`config.mk`:
```
export PLATFORM = sky130hd
export DESIGN_NAME = race_draw_datapath_flat
export DESIGN_NICKNAME = d
export VERILOG_FILES = /design/src/rtl/race_draw_if.sv /design/src/rtl/race_draw_datapath.sv /design/src/flat_wrapper.sv
export SDC_FILE = /design/constraint.sdc
export NUM_CORES = 1
export LEC_CHECK = 0
export CAP_MARGIN = 10
export CORE_MARGIN = 1
export CORE_UTILIZATION = 50
export DETAILED_ROUTE_END_ITERATION = 8
export PLACE_DENSITY = 0.89
export SLEW_MARGIN = 40
export SYNTH_ARGS = -nofsm -noshare
export SYNTH_HDL_FRONTEND = slang
export SYNTH_SLANG_ARGS = --single-unit
```
`constraint.sdc`:
```
create_clock -name clock -period 7.32 [get_ports clock]
set_input_delay 1.098 -clock clock [delete_from_list [all_inputs] [get_ports clock]]
set_output_delay 1.098 -clock clock [all_outputs]
set_load 0.02 [all_outputs]
```
`src/rtl/race_draw_if.sv`:
```
// Command/status bundle between the race-game controller (master) and the
// drawing datapath (slave).
interface race_draw_if;
  // Commands are level-held one-hot selects; inc, step_left, step_right and
  // step_fwd are single-cycle strobes. There is no back-pressure: the datapath
  // acts on every cycle, and the controller paces itself off counterx/countery.
  logic       draw_bg_green_left;
  logic       draw_bg_black;
  logic       draw_bg_green_right;
  logic       draw_car;
  logic       erase;
  logic       update_car;
  logic       inc;
  logic       step_left;
  logic       step_right;
  logic       step_fwd;
  logic [7:0] counterx;
  logic [7:0] countery;
  logic [7:0] vga_x;
  logic [6:0] vga_y;
  logic [2:0] vga_colour;
  logic       plot;
  logic [7:0] car_x;
  logic [6:0] car_y;
  logic [2:0] mode_dbg;

  modport master (
    output draw_bg_green_left, draw_bg_black, draw_bg_green_right, draw_car,
           erase, update_car, inc, step_left, step_right, step_fwd,
    input  counterx, countery, vga_x, vga_y, vga_colour, plot, car_x, car_y,
           mode_dbg
  );

  modport slave (
    input  draw_bg_green_left, draw_bg_black, draw_bg_green_right, draw_car,
           erase, update_car, inc, step_left, step_right, step_fwd,
    output counterx, countery, vga_x, vga_y, vga_colour, plot, car_x, car_y,
           mode_dbg
  );
endinterface

```
`src/rtl/race_draw_datapath.sv`:
```
// Race-game drawing datapath: scan counters, registered VGA pixel writes and
// the car position register. Define LANE_MARK_EN for a dashed road centre line.
module race_draw_datapath #(
  parameter int SCREEN_H = 120,
  parameter int GREEN_W  = 30,
  parameter int ROAD_W   = 100,
  parameter int CAR_W    = 4,
  parameter int CAR_H    = 12,
  parameter int STEP_X   = 10,
  parameter int STEP_Y   = 4,
  parameter int CAR_X0   = 78,
  parameter int CAR_Y0   = 100
) (
  input  logic        clock,
  input  logic        reset,
  race_draw_if.slave  bus
);

  typedef enum logic [2:0] {
    M_IDLE    = 3'd0,
    M_GREEN_L = 3'd1,
    M_BLACK   = 3'd2,
    M_GREEN_R = 3'd3,
    M_CAR     = 3'd4,
    M_UPDATE  = 3'd5,
    M_ERASE   = 3'd6
  } mode_t;

  mode_t      mode_q, mode_d;
  logic       active, mode_change, plot_d;
  logic [7:0] pix_x;
  logic [6:0] pix_y;
  logic [2:0] pix_col;
  logic [8:0] height;
  logic [7:0] car_x_d;
  logic [6:0] car_y_d;

  assign bus.mode_dbg = mode_q;

  always_ff @(posedge clock) begin
    if (reset) mode_q <= M_IDLE;
    else       mode_q <= mode_d;
  end

  always_comb begin
    mode_d = M_IDLE;
    if      (bus.erase)               mode_d = M_ERASE;
    else if (bus.update_car)          mode_d = M_UPDATE;
    else if (bus.draw_car)            mode_d = M_CAR;
    else if (bus.draw_bg_black)       mode_d = M_BLACK;
    else if (bus.draw_bg_green_right) mode_d = M_GREEN_R;
    else if (bus.draw_bg_green_left)  mode_d = M_GREEN_L;
    active      = (mode_d != M_IDLE);
    mode_change = (mode_d != mode_q);
  end

  // Pixel address/colour for the current counter values; registered below.
  always_comb begin
    pix_x   = bus.counterx;
    pix_y   = bus.countery[6:0];
    pix_col = 3'b000;
    height  = 9'(SCREEN_H);
    case (mode_d)
      M_GREEN_L: pix_col = 3'b010;
      M_BLACK, M_ERASE: begin
        pix_x = 8'(GREEN_W) + bus.counterx;
`ifdef LANE_MARK_EN
        if (pix_x == 8'(GREEN_W + ROAD_W / 2) && !bus.countery[3]) pix_col = 3'b111;
`endif
      end
      M_GREEN_R: begin
        pix_x   = 8'(GREEN_W + ROAD_W) + bus.counterx;
        pix_col = 3'b010;
      end
      M_CAR, M_UPDATE: begin
        pix_x   = bus.car_x + bus.counterx;
        pix_y   = bus.car_y + bus.countery[6:0];
        pix_col = 3'b100;
        height  = 9'(CAR_H);
      end
      default: ;
    endcase
    plot_d = active && !mode_change && !bus.inc && ({1'b0, bus.countery} < height);
  end

  // Car motion; 9-bit compares keep the clamps free of wrap-around.
  always_comb begin
    car_x_d = bus.car_x;
    car_y_d = bus.car_y;
    if (bus.step_left && !bus.step_right) begin
      if ({1'b0, bus.car_x} < 9'(GREEN_W + STEP_X)) car_x_d = 8'(GREEN_W);
      else                                          car_x_d = bus.car_x - 8'(STEP_X);
    end else if (bus.step_right && !bus.step_left) begin
      if ({1'b0, bus.car_x} + 9'(STEP_X) > 9'(GREEN_W + ROAD_W - CAR_W))
        car_x_d = 8'(GREEN_W + ROAD_W - CAR_W);
      else
        car_x_d = bus.car_x + 8'(STEP_X);
    end
    if (bus.step_fwd) begin
      if (bus.car_y < 7'(STEP_Y)) car_y_d = 7'(SCREEN_H - CAR_H);
      else                        car_y_d = bus.car_y - 7'(STEP_Y);
    end
  end

  always_ff @(posedge clock) begin
    if (reset) begin
      bus.counterx   <= '0;
      bus.countery   <= '0;
      bus.vga_x      <= '0;
      bus.vga_y      <= '0;
      bus.vga_colour <= '0;
      bus.plot       <= 1'b0;
      bus.car_x      <= 8'(CAR_X0);
      bus.car_y      <= 7'(CAR_Y0);
    end else begin
      bus.plot <= plot_d;
      if (plot_d) begin
        bus.vga_x      <= pix_x;
        bus.vga_y      <= pix_y;
        bus.vga_colour <= pix_col;
      end
      if (mode_change) begin
        bus.counterx <= '0;
        bus.countery <= '0;
      end else if (active) begin
        if (bus.inc) begin
          bus.counterx <= '0;
          bus.countery <= bus.countery + 8'd1;
        end else begin
          bus.counterx <= bus.counterx + 8'd1;
        end
      end
      if (mode_d == M_IDLE) begin
        bus.car_x <= car_x_d;
        bus.car_y <= car_y_d;
      end
    end
  end

endmodule

```
`src/flat_wrapper.sv`:
```
// flat-port wrapper written by rule: the top's interface ports become plain ports
module race_draw_datapath_flat 
#(
  parameter int SCREEN_H = 120,
  parameter int GREEN_W  = 30,
  parameter int ROAD_W   = 100,
  parameter int CAR_W    = 4,
  parameter int CAR_H    = 12,
  parameter int STEP_X   = 10,
  parameter int STEP_Y   = 4,
  parameter int CAR_X0   = 78,
  parameter int CAR_Y0   = 100
)
  (clock, reset, bus_draw_bg_green_left, bus_draw_bg_black, bus_draw_bg_green_right, bus_draw_car, bus_erase, bus_update_car, bus_inc, bus_step_left, bus_step_right, bus_step_fwd, bus_counterx, bus_countery, bus_vga_x, bus_vga_y, bus_vga_colour, bus_plot, bus_car_x, bus_car_y, bus_mode_dbg);
  race_draw_if bus_i ();
  input  logic clock;
  input  logic reset;
  input wire logic [$bits(bus_i.draw_bg_green_left)-1:0] bus_draw_bg_green_left;
  input wire logic [$bits(bus_i.draw_bg_black)-1:0] bus_draw_bg_black;
  input wire logic [$bits(bus_i.draw_bg_green_right)-1:0] bus_draw_bg_green_right;
  input wire logic [$bits(bus_i.draw_car)-1:0] bus_draw_car;
  input wire logic [$bits(bus_i.erase)-1:0] bus_erase;
  input wire logic [$bits(bus_i.update_car)-1:0] bus_update_car;
  input wire logic [$bits(bus_i.inc)-1:0] bus_inc;
  input wire logic [$bits(bus_i.step_left)-1:0] bus_step_left;
  input wire logic [$bits(bus_i.step_right)-1:0] bus_step_right;
  input wire logic [$bits(bus_i.step_fwd)-1:0] bus_step_fwd;
  output wire logic [$bits(bus_i.counterx)-1:0] bus_counterx;
  output wire logic [$bits(bus_i.countery)-1:0] bus_countery;
  output wire logic [$bits(bus_i.vga_x)-1:0] bus_vga_x;
  output wire logic [$bits(bus_i.vga_y)-1:0] bus_vga_y;
  output wire logic [$bits(bus_i.vga_colour)-1:0] bus_vga_colour;
  output wire logic [$bits(bus_i.plot)-1:0] bus_plot;
  output wire logic [$bits(bus_i.car_x)-1:0] bus_car_x;
  output wire logic [$bits(bus_i.car_y)-1:0] bus_car_y;
  output wire logic [$bits(bus_i.mode_dbg)-1:0] bus_mode_dbg;
  assign bus_i.draw_bg_green_left = bus_draw_bg_green_left;
  assign bus_i.draw_bg_black = bus_draw_bg_black;
  assign bus_i.draw_bg_green_right = bus_draw_bg_green_right;
  assign bus_i.draw_car = bus_draw_car;
  assign bus_i.erase = bus_erase;
  assign bus_i.update_car = bus_update_car;
  assign bus_i.inc = bus_inc;
  assign bus_i.step_left = bus_step_left;
  assign bus_i.step_right = bus_step_right;
  assign bus_i.step_fwd = bus_step_fwd;
  assign bus_counterx = bus_i.counterx;
  assign bus_countery = bus_i.countery;
  assign bus_vga_x = bus_i.vga_x;
  assign bus_vga_y = bus_i.vga_y;
  assign bus_vga_colour = bus_i.vga_colour;
  assign bus_plot = bus_i.plot;
  assign bus_car_x = bus_i.car_x;
  assign bus_car_y = bus_i.car_y;
  assign bus_mode_dbg = bus_i.mode_dbg;
  race_draw_datapath #(.SCREEN_H(SCREEN_H), .GREEN_W(GREEN_W), .ROAD_W(ROAD_W), .CAR_W(CAR_W), .CAR_H(CAR_H), .STEP_X(STEP_X), .STEP_Y(STEP_Y), .CAR_X0(CAR_X0), .CAR_Y0(CAR_Y0)) u_core (.clock(clock), .reset(reset), .bus(bus_i));
endmodule
```
==> summary.md <==
| Metric | Value |
|---|---|
| Outcome | finished, final reports clean |
| Rows | 28 |
| Post-route ant nets | 0 |
| Multi-input logic area | approximately 2000 um2 |
| Number of I/O port buffers | 60 |
| RSZ-0062 raised after global routing | no |
| Leak pwr | approximately 1.5 nW |
| Register area | ~980 um2 |
| Placer Congestion | 0.901 |
| CP Launch Type | input pin |
| Fin crit share | 65.6% |
| Most common cell after layout, fill and taps aside | clkdlybuf4s50_1 |
| Number of post-CTS setup repair buffers | 0 |
| H-tree depth | 2 |
| Final setup fails | 0 |
| Drt total wl | 7850 um |
| Hold Violations, Final | 0 |
| Flops & latches, synth | 49 |
| Max incr delay on CP | 0.61 ns |
| Worst Hold Class | reg -> reg |
| Vias in the first global route | 2670 |
| Worst path arrival time | 5.02 ns |
| Detailed Route Iter0 Violations | roughly 380 |
| Filler cell count | approximately 500 |
| Worst Hold Launch | u_core.bus.vga_colour[1] |
| Yosys cell types | 56 |
| CP max FO | 19 |
| Number of non-filler instances in the completed layout | 508 |
| Worst path required time | 7.54 ns |
| CP max stage cell | o21bai_1 |
| I/O Pins | 65 |
| Post-DP HPWL | 5740 um |
| Initial DRT Pass Iterations | 5 |
| First-pass GRT wire length | 12600 um |
| Ys flop type | dfxtp_1 |
| Antenna violations before repair | 0 |
| PD cells | 132 nW/um2 |
| Setup tns final | 0 ns |
| Die area | ~6600 um2 |
| Worst setup EP type | register |
| Skew final | 0.00545 ns |
| CTS tree | built |
| Max Cap Viol | 0 |
| Crit Path Class | in -> reg |
| Gr usage total | 24.4% |
| RR Startpoint | u_core.bus.countery[5] |
| Min cycle time layout | 4.80 ns |
| Fin Hold WS | 0.481 ns |
| Layout Nets | around 470 |
| Die Y | 81.5 um |
| Routed WL per cell | 15.5 um |
| Via Count | 3032 |
| DIE WIDTH | just over 80 um |
| Post-synth EDFFs | 0 |
| Worst vdd ir | between 0.1 and 0.15 mV |
| Syn Inst Count | between 300 and 400 |
| Max frequency | 208 MHz |
| Async SR Flop Fraction | 0% |
| Most frequent cells in the layout | clkdlybuf4s50_1 (60), nor2_1 (53), dfxtp_1 (49) |
| Num CTS Buffers | 5 |
| Worst-path clk slew | 0.09 ns |
| # hold bufs at CTS | 0 |
| Post-CTS resize count | 0 |
| Max-slew headroom | between 40% and 50% |
| Launch point of the worst path | bus_draw_car |
| Clock Tree Buf Depth | 2 |
| Max Slew Vio Count | 0 |
| Clk Latency, worst-skew pair | a little over 0.3 ns |
| CTS sink count | 49 |
| Synthesis Warnings | 0 |
| Worst-Margin Slew | about 0.81 ns |
| Starting Density | 52.5% |
| Largest net degree at the start of global routing | 34 |
| Share of cells above drive strength 1 | 4.39% |
| Ant diodes | 0 |
| Global route overflow | 0 |
| Layout area overhead | 21.7% |
| Mean Syn Cell Area | 8.24 um2 |
| Root Buffer | clkbuf_8 |
| Sequential cell area fraction in the yosys report | 31.0% |
| CP cell instances | clkdlybuf4s50_1 -> o21bai_1 -> clkinv_1 -> ha_1 -> a21o_1 -> a211oi_1 -> nand4_1 -> nor3b_4 -> buf_4 -> nor2_1 -> a311oi_1 |
| Core Area | between 6000 and 7000 um2 |
| Vias per cell | 5.97 |
| Drt drc | 0 |
| Cell Area, Synth | 3160 um2 |
| Placed instance count | 500 |
| Pwr Total | a little over 0.0005 W |
## kinds of logic after synthesis
kind of cell	count (synthesis)	synth area share, %
flip-flops	49	31.0
buffers and inverters	41	6.45
multiplexers	10	3.16
XOR/XNOR	34	9.41
adder cells (fa/ha/maj)	24	9.73
other	1	0.119
AO/OA/AOI/OAI	84	17.8
AND/OR/NAND/NOR	141	22.3
## metal layers
layer  routed length, um  share of wire (%)  track usage [%]  vias up
li1                    -                  -                -     1459
met1                3560                 45             33.8     1421
met2                3660                 47             39.4      140
met3                 517                6.6             2.67       12
met4                 111                1.4             7.86        0
met5                   0                  0                0        -
## sequential cells by signal, indices dropped and copies added (netlist names)
signal / cells
u_core.bus.car_x: 7
u_core.bus.car_y: 5
u_core.bus.counterx: 8
u_core.bus.countery: 8
u_core.bus.mode_dbg: 3
u_core.bus.plot: 1
u_core.bus.vga_colour: 2
u_core.bus.vga_x: 8
u_core.bus.vga_y: 7
## worst paths after layout
path	endpoint	slack, ns	cells after the start
min	u_core.bus.vga_colour[1]	0.48	2
max	u_core.bus.vga_x[5]	2.52	11
min reg2reg	u_core.bus.vga_colour[1]	0.48	2
max reg2reg	u_core.bus.vga_x[5]	4.63	8
## area by class of cell
class,count,area share (%)
Sequential cell,49,25.5
Timing Repair Buffer,62,16.0
Inverter,17,1.66
Clock inverter,3,0.553
Multi-Input combinational cell,297,52.1
Tap cell,75,2.44
Clock buffer,5,1.79
## critical path: cells and delay by family
kind	cells	cell delay, ns
compound gates	4	1.25
fa+ha+maj	1	0.45
simple gates	3	0.83
buf+inv	3	1.38
## metrics by stage
step | area (um2) | utilization, % | worst slack (ns)
finish | 3850 | 63.9 | 2.52
global route | 3850 | 63.9 | 2.25
CTS | 3850 | 63.9 | 2.56
detailed placement | 3760 | 62.4 | 2.24
global placement | 3740 | 62.1 | 2.32
floorplan | 3170 | - | 3.65
## cell usage after synthesis (2+ instances only)
library cell,n,area share (%)
o21ai_0,15,2.4
ha_1,23,9.1
inv_1,16,1.9
nand2_1,26,3.1
buf_4,8,1.9
or3_1,2,0.40
a311oi_1,5,1.4
mux2i_1,10,3.2
o22ai_1,3,0.59
a221oi_1,4,1.1
nor4_1,4,0.79
o21a_1,3,0.71
dfxtp_1,49,31
nand4_1,6,1.2
nor3_1,19,3.0
nand2b_1,5,0.99
buf_2,4,0.63
xnor2_1,14,3.9
a211oi_1,13,3.1
clkbuf_1,10,1.2
nor2_1,53,6.3
and3_1,5,0.99
a22oi_1,2,0.47
a21o_1,4,0.95
a31oi_1,4,0.79
o21bai_1,3,0.71
xor2_1,20,5.5
a21oi_1,17,2.7
nand3_1,7,1.1
buf_6,2,0.71
and4_1,2,0.55
nor2b_1,2,0.40
## where the power goes
part           leakage [nW]  internal (W)  switching [W]
Combinational          1.04     0.0000278      0.0000394
Clock                0.0445     0.0000679      0.0000969
Sequential            0.397      0.000271     0.00000406
Total                  1.48      0.000367       0.000140
Note: power is estimated with default switching activity, not from simulation.
